--- config.mk ---
export PLATFORM = sky130hd
export DESIGN_NAME = game_status_sequencer
export DESIGN_NICKNAME = d
export VERILOG_FILES = /design/src/rtl/hex_pkg.sv /design/src/rtl/game_status_sequencer_prescaler.sv /design/src/rtl/game_status_sequencer.sv
export SDC_FILE = /design/constraint.sdc
export NUM_CORES = 1
export LEC_CHECK = 0
export CELL_PAD_IN_SITES_DETAIL_PLACEMENT = 0
export CELL_PAD_IN_SITES_GLOBAL_PLACEMENT = 1
export CORE_ASPECT_RATIO = 1.1
export CORE_MARGIN = 5
export CORE_UTILIZATION = 30
export DETAILED_ROUTE_END_ITERATION = 10
export PLACE_DENSITY = 0.65
export SLEW_MARGIN = 20
export SYNTH_ARGS = -nofsm -noshare
export SYNTH_HDL_FRONTEND = slang
export SYNTH_HIERARCHICAL = 1
export SYNTH_SLANG_ARGS = --single-unit
--- constraint.sdc ---
create_clock -name clk -period 7.2 [get_ports clk]
set_input_delay 1.8 -clock clk [delete_from_list [all_inputs] [get_ports clk]]
set_output_delay 1.8 -clock clk [all_outputs]
set_load 0.02 [all_outputs]
--- src/rtl/hex_pkg.sv ---
// Shared codes for the seven-segment status display and the match sequencer FSM.
package hex_pkg;

  localparam logic [2:0] S_HEX_1P    = 3'd0;
  localparam logic [2:0] S_HEX_2P    = 3'd1;
  localparam logic [2:0] S_HEX_FIGHT = 3'd2;
  localparam logic [2:0] S_HEX_P1WIN = 3'd3;
  localparam logic [2:0] S_HEX_P2WIN = 3'd4;
  localparam logic [2:0] S_HEX_EQ    = 3'd5;
  localparam logic [2:0] S_HEX_DEBUG = 3'd6;

  localparam int DUR_W = 7;

  typedef enum logic [2:0] {
    ST_IDLE,
    ST_INTRO,
    ST_PLAY,
    ST_P1W,
    ST_P2W,
    ST_DRAW
  } fsm_state_t;

  // PLAY shows the debug/timer page so the display renders the running seconds.
  function automatic logic [2:0] state_code(fsm_state_t s, logic mode_2p);
    logic [2:0] code;
    case (s)
      ST_IDLE:  code = mode_2p ? S_HEX_2P : S_HEX_1P;
      ST_INTRO: code = S_HEX_FIGHT;
      ST_PLAY:  code = S_HEX_DEBUG;
      ST_P1W:   code = S_HEX_P1WIN;
      ST_P2W:   code = S_HEX_P2WIN;
      ST_DRAW:  code = S_HEX_EQ;
      default:  code = S_HEX_1P;
    endcase
    return code;
  endfunction

endpackage

--- src/rtl/game_status_sequencer_prescaler.sv ---
// One-second tick generator; counter is held at zero whenever it is not enabled.
module sec_prescaler #(
  parameter int CLK_HZ = 50_000_000
) (
  input  logic clk,
  input  logic rst,
  input  logic clr,
  input  logic en,
  output logic tick
);

  localparam int CNT_W = (CLK_HZ > 1) ? $clog2(CLK_HZ) : 1;
  localparam logic [CNT_W-1:0] LAST = CNT_W'(CLK_HZ - 1);

  logic [CNT_W-1:0] cnt;

  always_ff @(posedge clk) begin
    if (rst || clr || !en)
      cnt <= '0;
    else if (cnt == LAST)
      cnt <= '0;
    else
      cnt <= cnt + CNT_W'(1);
  end

  assign tick = en && (cnt == LAST);

endmodule

--- src/rtl/game_status_sequencer.sv ---
// Match lifecycle sequencer: drives the display state code and elapsed match seconds.
module game_status_sequencer
  import hex_pkg::*;
#(
  parameter int CLK_HZ  = 50_000_000,
  parameter int INTRO_S = 2,
  parameter int MAX_S   = 99
) (
  input  logic             clk,
  input  logic             rst,
  input  logic             mode_2p,
  input  logic             start,
  input  logic             p1_win,
  input  logic             p2_win,
  input  logic             debug_en,
  output logic [2:0]       hex_state,
  output logic [DUR_W-1:0] game_duration,
  output logic             game_active
);

  localparam int IC_W = $clog2(INTRO_S + 1);
  localparam logic [IC_W-1:0]  INTRO_END = IC_W'(INTRO_S);
  localparam logic [DUR_W-1:0] DUR_MAX   = DUR_W'(MAX_S);

  fsm_state_t       state, state_next;
  logic             start_p0, start_p1;
  logic             start_rise;
  logic             sec_tick;
  logic             pre_clr, pre_en;
  logic [IC_W-1:0]  intro_cnt, intro_cnt_next;
  logic [DUR_W-1:0] dur_next;
  logic [2:0]       hex_next;
  logic             active_next;

  assign start_rise = start_p0 && !start_p1;
  assign pre_en     = (state == ST_INTRO) || (state == ST_PLAY);

  sec_prescaler #(.CLK_HZ(CLK_HZ)) u_prescaler (
    .clk  (clk),
    .rst  (rst),
    .clr  (pre_clr),
    .en   (pre_en),
    .tick (sec_tick)
  );

  // The selected mode is only ever shown in IDLE, so the live level is displayed there.
  always_comb begin
    state_next     = state;
    intro_cnt_next = intro_cnt;
    dur_next       = game_duration;
    pre_clr        = 1'b0;
    case (state)
      ST_IDLE: begin
        if (start_rise) begin
          state_next     = ST_INTRO;
          intro_cnt_next = '0;
          dur_next       = '0;
          pre_clr        = 1'b1;
        end
      end
      ST_INTRO: begin
        if (sec_tick) begin
          intro_cnt_next = intro_cnt + IC_W'(1);
          if (intro_cnt_next == INTRO_END) begin
            state_next = ST_PLAY;
            pre_clr    = 1'b1;
          end
        end
      end
      ST_PLAY: begin
        if (sec_tick && (game_duration < DUR_MAX))
          dur_next = game_duration + DUR_W'(1);
        if (p1_win && p2_win)
          state_next = ST_DRAW;
        else if (p1_win)
          state_next = ST_P1W;
        else if (p2_win)
          state_next = ST_P2W;
        else if (sec_tick && (dur_next == DUR_MAX))
          state_next = ST_DRAW;
      end
      ST_P1W, ST_P2W, ST_DRAW: begin
        if (start_rise)
          state_next = ST_IDLE;
      end
      default: state_next = ST_IDLE;
    endcase
    hex_next    = debug_en ? S_HEX_DEBUG : state_code(state_next, mode_2p);
    active_next = (state_next == ST_PLAY);
  end

  // Outputs are registered from the next-state values so they change with the FSM.
  always_ff @(posedge clk) begin
    if (rst) begin
      state         <= ST_IDLE;
      start_p0      <= 1'b1;
      start_p1      <= 1'b1;
      intro_cnt     <= '0;
      game_duration <= '0;
      hex_state     <= S_HEX_1P;
      game_active   <= 1'b0;
    end else begin
      state         <= state_next;
      start_p0      <= start;
      start_p1      <= start_p0;
      intro_cnt     <= intro_cnt_next;
      game_duration <= dur_next;
      hex_state     <= hex_next;
      game_active   <= active_next;
    end
  end

endmodule
# After elaboration in Yosys (flattened, before gate mapping)
# Index checks and enable logic that the tools add are counted.
classes:
  n_addsub: 3
  n_lt_le_gt_ge: 1
  n_eq_ne: 15
  n_mux: 23
  n_reduce_logical: 19
op_table:
  columns: ["op", "count"]
  rows:
  - ["3-bit 2-to-1 mux", 9]
  - ["26-bit by 1-bit adder with 26-bit output, second input constant", 1]
  - ["26-bit == test, second input constant", 1]
  - ["7-bit 2-to-1 mux", 3]
  - ["3-bit case mux with 6 select lines", 1]
  - ["7-bit case mux with 2 select lines", 1]
  - ["3-bit by 2-bit == test with 1-bit output, second input constant", 4]
  - ["3-bit == test, second input constant", 4]
  - ["3-bit case mux with 4 select lines", 1]
  - ["7-bit by 1-bit adder with 7-bit output, second input constant", 1]
  - ["7-bit == test, second input constant", 1]
  - ["7-bit less-than comparator, second input constant", 1]
  - ["3-bit by 1-bit == test with 1-bit output, second input constant", 2]
  - ["3-bit zero test", 2]
  - ["1-bit logical AND", 5]
  - ["1-bit 2-to-1 mux", 4]
  - ["2-bit 2-to-1 mux", 2]
  - ["2-bit != test, second input constant", 2]
  - ["2-bit case mux with 2 select lines", 1]
  - ["2-bit nonzero test", 2]
  - ["2-bit OR reduction", 2]
  - ["1-bit logical OR", 3]
  - ["3-bit AND reduction", 1]
  - ["3-bit OR reduction", 1]
  - ["5 further kinds", 6]
word_totals:
  reg_bits: 44
  input_bits: 7
  output_inout_bits: 11
  word_cells: 70

# Logic depth before layout (Yosys ltp)
# Gate-level depths: netlist of the first run.
logic_depth:
  depth_word: 16
  depth_mapped: 13
  ltp_nobuf: 11

# Cells and area by module
# The synthesis of the first run kept the hierarchy.
by_module_without_submodules:
  columns: ["mod", "instances", "cells_per_inst", "area_each_um2", "seq_area_each_um2"]
  rows:
  - ["sec_prescaler", 1, 141, 1203.7, 520.5]
  - ["game_status_sequencer", 1, 139, 1116.1, 360.3]

# Worst setup path before layout of the first run
# Ideal clock, no wire load.
synth_timing:
  kind: "flip-flop to flip-flop"
  from: "register u_prescaler.cnt[7]"
  to: "register hex_state[0]"
  setup_ns: 0.116
  arrival_time_ns: 2.688
  required_time_ns: 7.084
  path_slack_ns: 4.396
  stages_incl_launch_ff: 11
  path_buffers: 1
  cell_sequence: "dfxtp_1 > or4b_2 > nor4_1 > and3_1 > buf_2 > and2b_1 > o21ai_1 > a311oi_2 > nand2_1 > o31a_1 > a41o_1"
synth_via:
  elab_chain_len: 14
  word_cells_on_any_way: 20
  classes_between: "eq/ne: 7; mux: 9; reduce/logical: 4"
synth_lines:
  columns: ["element", "line", "text"]
  rows:
  - ["start: declaration", "game_status_sequencer_prescaler.sv:15", "logic [CNT_W-1:0] cnt;"]
  - ["start signal: assignment", "game_status_sequencer_prescaler.sv:23", "cnt <= cnt + CNT_W'(1);"]
  - ["26-bit == test *", "game_status_sequencer_prescaler.sv:26", "assign tick = en && (cnt == LAST);"]
  - ["1-bit logical AND *", "game_status_sequencer_prescaler.sv:26", null]
  - ["net sec_tick", "game_status_sequencer.sv:28", "logic sec_tick;"]
  - ["1-bit logical AND", "game_status_sequencer.sv:71", "if (sec_tick && (game_duration < DUR_MAX))"]
  - ["7-bit 2-to-1 mux", "game_status_sequencer.sv:71", null]
  - ["7-bit 2-to-1 mux", "game_status_sequencer.sv:52", "case (state)"]
  - ["7-bit == test", "game_status_sequencer.sv:79", "else if (sec_tick && (dur_next == DUR_MAX))"]
  - ["1-bit logical AND", "game_status_sequencer.sv:79", null]
  - ["3-bit 2-to-1 mux", "game_status_sequencer.sv:79", null]
  - ["3-bit 2-to-1 mux", "game_status_sequencer.sv:77", "else if (p2_win)"]
  - ["3-bit 2-to-1 mux", "game_status_sequencer.sv:75", "else if (p1_win)"]
  - ["3-bit 2-to-1 mux", "game_status_sequencer.sv:73", "if (p1_win && p2_win)"]
  - ["3-bit case mux with 4 select lines *", "game_status_sequencer.sv:52", null]
  - ["3-bit == test, or another cell as far along", "hex_pkg.sv:26", "case (s)"]
  - ["3-bit case mux with 6 select lines *", "hex_pkg.sv:26", null]
  - ["end signal: assignment", "game_status_sequencer.sv:108", "hex_state <= hex_next;"]
  - ["end: declaration", "game_status_sequencer.sv:16", "output logic [2:0] hex_state,"]
# The timed path passes the listed nets; every way through them passes the cells marked *. The select of a mux whose other input is x is not followed.
# A chain may end at the register's enable or synchronous reset.

# Worst setup path after layout of the first run
layout_timing:
  from: "input rst"
  to: "register u_prescaler.cnt[12]"
layout_via:
  elab_chain_len: 3
layout_lines:
  columns: ["element", "line", "text"]
  rows:
  - ["start: declaration", "game_status_sequencer.sv:10", "input logic rst,"]
  - ["1-bit logical OR (2 in series)", "game_status_sequencer_prescaler.sv:18", "if (rst || clr || !en)"]
  - ["2-bit OR reduction (no line)", null, null]
# No other way between the ends.

==> flow_metrics.py, run 1 <==
metrics = {
    "clock_network": {
        "postCtsSetupBuffers": 0,
        "worstSkewPairLatency_ns": 0.28,
        "cts_hold_buf": 0,
        "cts_made_buffers": 5,
        "cts_sinks": 44,
        "cts_max_path_buffers": 2,
        "tritoncts": "yes",
        "htree_levels": 2,
        "clock-root-buffer": "clkbuf_8",
        "cts-resized-gates": 0,
        "clk_pin_slew_worst_paths_ns": 0.08,
    },
    "critical_path": {
        "arrival_ns": 3.72,
        "setup.worst_path.class": "in2reg",
        "end_kind": "flip-flop",
        "cp-start-kind": "primary input",
        "required_ns": 7.35,
        "cp_max_fo": 24,
    },
    "timing": {
        "setup_tns_ns": 0,
        "drv_slew": 0,
        "setup_viol": 0,
        "finalCritPeriodShare_pct": 49.6,
        "hold_viol": 0,
        "fmax_mhz": 280,
        "clock_skew_ns": 0.00477,
        "slew_headroom_pct": 45.0,
        "min_period_ns": 3.57,
        "tightest_slew_ns": 0.825,
        "rsz0062_at_grt": "false",
    },
    "yosys": {
        "ys.flop_type": "dfxtp_1",
        "synth.net_count": 290,
        "async_flop_share_pct": 0,
        "synthesis.area_um2": 2320,
        "syn_inst": 280,
        "ys_seq_area_share_pct": 38.0,
        "synth.distinct_cells": 56,
        "syn_avg_cell_area_um2": 8.28,
        "yosys_register_bits": 44,
        "yosys_warnings": 6,
        "synth_edf_count": 0,
    },
    "route": {
        "wl_per_cell_um": 12.8,
        "viasPerCell": 4.99,
        "drc_errors": 0,
        "routed_wl_um": 5060,
        "wl_met2_um": 2480,
        "dr.max_layer_used": "met4",
        "vias": 1975,
        "drt_pre_antenna_iters": 6,
        "first_iter_violations": 66,
        "wl_met1_um": 2400,
        "wl_met3_um": 112,
        "ant_nets": 0,
    },
    "power_and_ir_drop": {
        "clkPwrFrac_pct": 35.2,
        "switching_share_pct": 21.8,
        "p_seq_share_pct": 60.2,
        "leakage_nw": 0.789,
        "pwr_density_cell_nw_per_um2": 156,
        "switchingPower_uw": 89.3,
        "p_int_uw": 320,
        "ir_drop_v": 0.0000748,
        "p_comb_share_pct": 4.6,
    },
    "global_route": {
        "antenna_found_initial": 0,
        "first_global_vias": 1897,
        "grt_use_total_pct": 11.2,
        "grt_max_degree": 25,
        "grt_pass1_wl_um": 8760,
        "grt.overflow.total": 0,
    },
    "flow_run": {
        "max_cap_viol_count": 0,
    },
    "die": {
        "core-area_um2": 7510,
        "ios": 18,
        "initial_utilization_pct": 30.9,
        "rows": 33,
        "die_width_um": 93.8,
        "dieArea_um2": 9590,
        "die_y_um": 102,
    },
    "run_status": {
        "outcome": "complete, no violations",
    },
    "worst_hold_path": {
        "worstHoldPathType": "reg2reg",
    },
    "final_layout": {
        "num_antenna_cells": 0,
        "fin_nets": 301,
        "area_growth_pct": 12.9,
        "post_layout_nonfiller_instances": 396,
        "drive_gt1_share_pct": 6.87,
    },
    "placement": {
        "io_buffers": 17,
        "place_hpwl_um": 3660,
        "dp.cells": 389,
        "gp_congestion": 0.763,
    },
}
==> cells in the mapped netlist (all sizes together), types with 2 or more instances <==
library cell,n,area [µm²]
o21a,2,15.0
nand4,8,65.1
nand3b,2,15.0
buf,10,68.8
a21o,3,22.5
nor3b,2,20.0
nor4,3,18.8
a31oi,4,31.3
dfxtp,44,881
or3,9,56.3
clkbuf,3,11.3
or4,7,56.3
a211oi,3,22.5
xor2,3,26.3
nor2b,3,18.8
nor2,36,135
a311oi,3,32.5
nand2,17,63.8
nand3,16,80.1
nand2b,2,20.0
ha,3,37.5
xnor2,10,87.6
o21ai,10,50.0
nor3,9,50.1
a21oi,21,105
o31ai,6,45.0
mux2i,3,30.0
o21bai,2,18.8
and3,3,18.8
and2b,2,15.0
or2,5,31.3
inv,12,45.0
==> cell usage in the layout (no fill, tap or decap), types with 5 or more instances in the layout <==
master	count
clkbuf_8	5
nor3_1	8
or3_1	9
clkdlybuf4s50_1	17
a21oi_1	21
or2_2	5
nor2_1	36
nand2_1	17
nand4_1	7
nand3_1	16
xnor2_1	10
dfxtp_1	44
o31ai_1	6
inv_1	12
o21ai_0	9
or4_1	6
==> through the flow <==
step	hold WS (ns)	instance area, µm²	setup slack (ns)	utilization, %	power, mW
2_1_floorplan	0.430	2320	4.40	-	0.263
3_3_place_gp	0.445	2540	3.31	33.8	0.271
3_5_place_dp	0.456	2540	3.27	33.8	0.271
4_1_cts	0.476	2620	3.59	34.8	0.418
5_1_grt	0.506	2620	3.39	34.8	0.431
6_report	0.467	2620	3.63	34.8	0.409
==> logic make-up after synthesis <==
group           Yosys count  synth area share (%)
xor+xnor                 13                  4.91
mux                       3                  1.29
fa+ha+maj                 3                  1.62
flops                    44                  38.0
simple gates            131                  31.4
buf+inv                  25                  5.39
compound gates           61                  17.4
==> state kept, by name, indices dropped and copies added, names as in the netlist <==
register         flops
intro_cnt            2
game_active          1
hex_state            3
game_duration        7
state                3
start_p0             1
u_prescaler/cnt     26
start_p1             1
==> worst paths after layout <==
kind / cells past startpoint / slack (ns) / end / startpoint
max reg2reg: 10 / 3.80 / u_prescaler/cnt[12]$_SDFF_PP0_ / u_prescaler/cnt[7]$_SDFF_PP0_
max: 5 / 3.63 / u_prescaler/cnt[12]$_SDFF_PP0_ / rst
min reg2reg: 1 / 0.47 / u_prescaler/cnt[0]$_SDFF_PP0_ / u_prescaler/cnt[0]$_SDFF_PP0_
min: 1 / 0.47 / u_prescaler/cnt[0]$_SDFF_PP0_ / u_prescaler/cnt[0]$_SDFF_PP0_
==> area by class of cell <==
cell class | count | area (µm²)
clock buffer | 6 | 72.6
clock inverter | 1 | 5.00
fill | 817 | 4900
inverter | 12 | 45.0
multi-input combinational | 211 | 1310
sequential | 44 | 881
tap | 105 | 131
timing repair buffer | 17 | 170
==> power groups by stage <==
stage	Combinational [mW]	Clock (mW)	Sequential, mW
after floorplan	0.0101	0	0.253
after global placement	0.0191	0	0.252
after detailed placement	0.0190	0	0.252
after CTS	0.0191	0.152	0.247
after global routing	0.0207	0.163	0.247
final	0.0188	0.144	0.247
==> critical path, stage by stage <==
cell and delay (ns):
clkdlybuf4s50_1 0.95, nor2_1 0.08, nand2_1 0.13, a21o_1 0.64, nor2_1 0.10
==> per-layer routing <==
layer	global-route usage, %	vias to the layer above
li1	-	1034
met1	13.6	908
met2	19.5	26
met3	2.72	7
met4	3.56	0
met5	0	-
No activity file was read; power rests on OpenSTA's default activity.
==> inputs of run 2 (changes only) <==
==> constraint.sdc (replaced) <==
create_clock -name clk -period 3.34 [get_ports clk]
set_input_delay 0.835 -clock clk [delete_from_list [all_inputs] [get_ports clk]]
set_output_delay 0.835 -clock clk [all_outputs]
set_load 0.02 [all_outputs]
==> flow_metrics.py, run 2 (synthesized netlist as in run 1, its figures left out) <==
metrics = {
    "run_status": {
        "outcome": "complete, no violations",
    },
    "timing": {
        "setup_viol": 0,
        "setup_tns_ns": 0,
        "clock_skew_ns": 0.00556,
        "drv_slew": 0,
        "min_period_ns": 3.04,
        "rsz0062_at_grt": "false",
        "fmax_mhz": 329,
        "slew_headroom_pct": 58.4,
        "tightest_slew_ns": 0.621,
        "finalCritPeriodShare_pct": 91.0,
        "hold_viol": 0,
        "layout_setup_ws_ns": 0.299,
    },
    "clock_network": {
        "clk_pin_slew_worst_paths_ns": 0.09,
        "postCtsSetupBuffers": 0,
        "htree_levels": 2,
        "cts_made_buffers": 5,
        "worstSkewPairLatency_ns": 0.30,
        "cts_sinks": 44,
        "cts_max_path_buffers": 2,
        "clock-root-buffer": "clkbuf_8",
        "tritoncts": "yes",
    },
    "worst_hold_path": {
        "holdPathEnd": "u_prescaler/cnt[0]$_SDFF_PP0_",
        "worstHoldPathType": "reg2reg",
        "worst_hold_path.num_cells": 1,
        "worstHoldStart": "u_prescaler/cnt[0]$_SDFF_PP0_",
    },
    "route": {
        "drc_errors": 0,
        "ant_nets": 0,
        "drt_pre_antenna_iters": 4,
        "routed_wl_um": 5090,
        "viasPerCell": 4.99,
        "vias": 1993,
        "wl_per_cell_um": 12.8,
        "first_iter_violations": 97,
    },
    "critical_path": {
        "r2r_setup_slack_ns": 0.30,
        "required_ns": 3.53,
        "cp_max_fo": 9,
        "arrival_ns": 3.23,
        "rr_startpoint": "u_prescaler/cnt[7]$_SDFF_PP0_",
        "r2r-end": "hex_state[0]$_SDFF_PP0_",
        "cp_cell_sequence": "or4b_2 -> nor4_1 -> and3_2 -> nand2_1 -> nor4_1 -> o21bai_2 -> nand2_1 -> o31a_1 -> a41o_1",
        "cp-start-kind": "flip-flop",
        "slowest_stage": "or4b_2",
        "slowest_delay_ns": 0.67,
        "setup.worst_path.class": "reg2reg",
        "end_kind": "flip-flop",
        "worst_r2r_path_depth": 9,
    },
    "die": {
        "ios": 18,
        "die_y_um": 102,
        "rows": 33,
        "core-area_um2": 7510,
        "dieArea_um2": 9590,
        "die_width_um": 93.8,
        "initial_utilization_pct": 30.9,
    },
    "final_layout": {
        "fin_nets": 304,
        "utilization_pct": 35.8,
        "num_antenna_cells": 0,
        "max_flop_register": "u_prescaler/cnt",
        "post_layout_nonfiller_instances": 399,
        "drive_gt1_share_pct": 8.50,
        "area_growth_pct": 16.1,
        "top_regs": "u_prescaler/cnt x26, game_duration x7",
        "mostFrequentLayoutCell": "dfxtp_1",
        "largest_reg_flops": 26,
        "fin_area_um2": 2690,
        "layout_common_cells": "dfxtp_1, nor2_1, a21oi_1, nand2_1, clkdlybuf4s50_1",
    },
    "power_and_ir_drop": {
        "leakage_nw": 0.825,
        "ir_drop_v": 0.000222,
        "pwr_density_cell_nw_per_um2": 392,
    },
    "global_route": {
        "first_global_vias": 1809,
        "grt_use_total_pct": 11.2,
        "grt.overflow.total": 0,
        "grt_max_degree": 25,
        "antenna_found_initial": 0,
        "grt_pass1_wl_um": 8600,
    },
    "placement": {
        "io_buffers": 17,
        "dp.cells": 392,
        "place_hpwl_um": 3720,
        "dpl-instance-area_um2": 2560,
        "gp_congestion": 0.779,
        "pre_cts_slack_ns": 0.217,
    },
    "flow_run": {
        "max_cap_viol_count": 0,
    },
}
-- run 2: area by class of cell --
class                   count  area, µm²
inverters                  12       45.0
well taps                 105        131
flip-flops and latches     44        881
multi-input cells         211       1320
fillers                   818       4820
repair buffers             20        193
clock buffers               5       68.8
clock inverters             2       60.1
-- run 2: worst max-delay path by stage --
stage,cells past startpoint,to,start
2_1_floorplan,10,hex_state[0]$_SDFF_PP0_,u_prescaler/cnt[7]$_SDFF_PP0_
3_3_place_gp,9,hex_state[0]$_SDFF_PP0_,u_prescaler/cnt[7]$_SDFF_PP0_
3_5_place_dp,9,hex_state[0]$_SDFF_PP0_,u_prescaler/cnt[7]$_SDFF_PP0_
4_1_cts,9,hex_state[0]$_SDFF_PP0_,u_prescaler/cnt[7]$_SDFF_PP0_
5_1_grt,9,hex_state[0]$_SDFF_PP0_,u_prescaler/cnt[7]$_SDFF_PP0_
6_report,9,hex_state[0]$_SDFF_PP0_,u_prescaler/cnt[7]$_SDFF_PP0_
-- run 2: per-stage QoR --
step,hold slack (ns),power (mW)
after floorplan,0.430,0.567
after global placement,0.448,0.588
after detailed placement,0.457,0.587
after CTS,0.478,1.07
after global routing,0.509,1.09
final,0.474,1.06
-- run 2: metal layers --
layer | up-vias | wire (µm) | global-route usage (%) | part of all wire, %
met5 | - | 0 | 0 | 0
met4 | 0 | 58 | 4.00 | 1.1
met3 | 6 | 176 | 2.58 | 3.5
met2 | 33 | 2400 | 18.7 | 47
met1 | 919 | 2450 | 14.2 | 48
li1 | 1035 | - | - | -
-- run 2: what timing repair did --
action / CTS / global route
endpoints found under the setup margin: 0 / 1
hold buffers: 0 / 0
resized for setup: 0 / 1
-- run 2: where the power goes --
part / internal [mW] / switching, mW
Combinational: 0.0202 / 0.0213
Sequential: 0.529 / 0.00427
Clock: 0.295 / 0.186
-- run 2: worst max-delay path: cells and delay by family (launching register included) --
| family | cells | cell delay (ns) |
|---|---|---|
| AND/OR/NAND/NOR | 6 | 1.86 |
| AO/OA/AOI/OAI | 3 | 0.70 |
| flip-flops | 1 | 0.37 |
==> inputs of run 3 (changes only) <==
--- a/config.mk
+++ b/config.mk
@@ -12,6 +12,7 @@
 export CORE_UTILIZATION = 30
 export DETAILED_ROUTE_END_ITERATION = 10
 export PLACE_DENSITY = 0.65
+export SKIP_CTS_REPAIR_TIMING = 1
 export SLEW_MARGIN = 20
 export SYNTH_ARGS = -nofsm -noshare
 export SYNTH_HDL_FRONTEND = slang
==> results of run 3 <==
No change in the layout: final DEF, timing and power equal those of run 2.
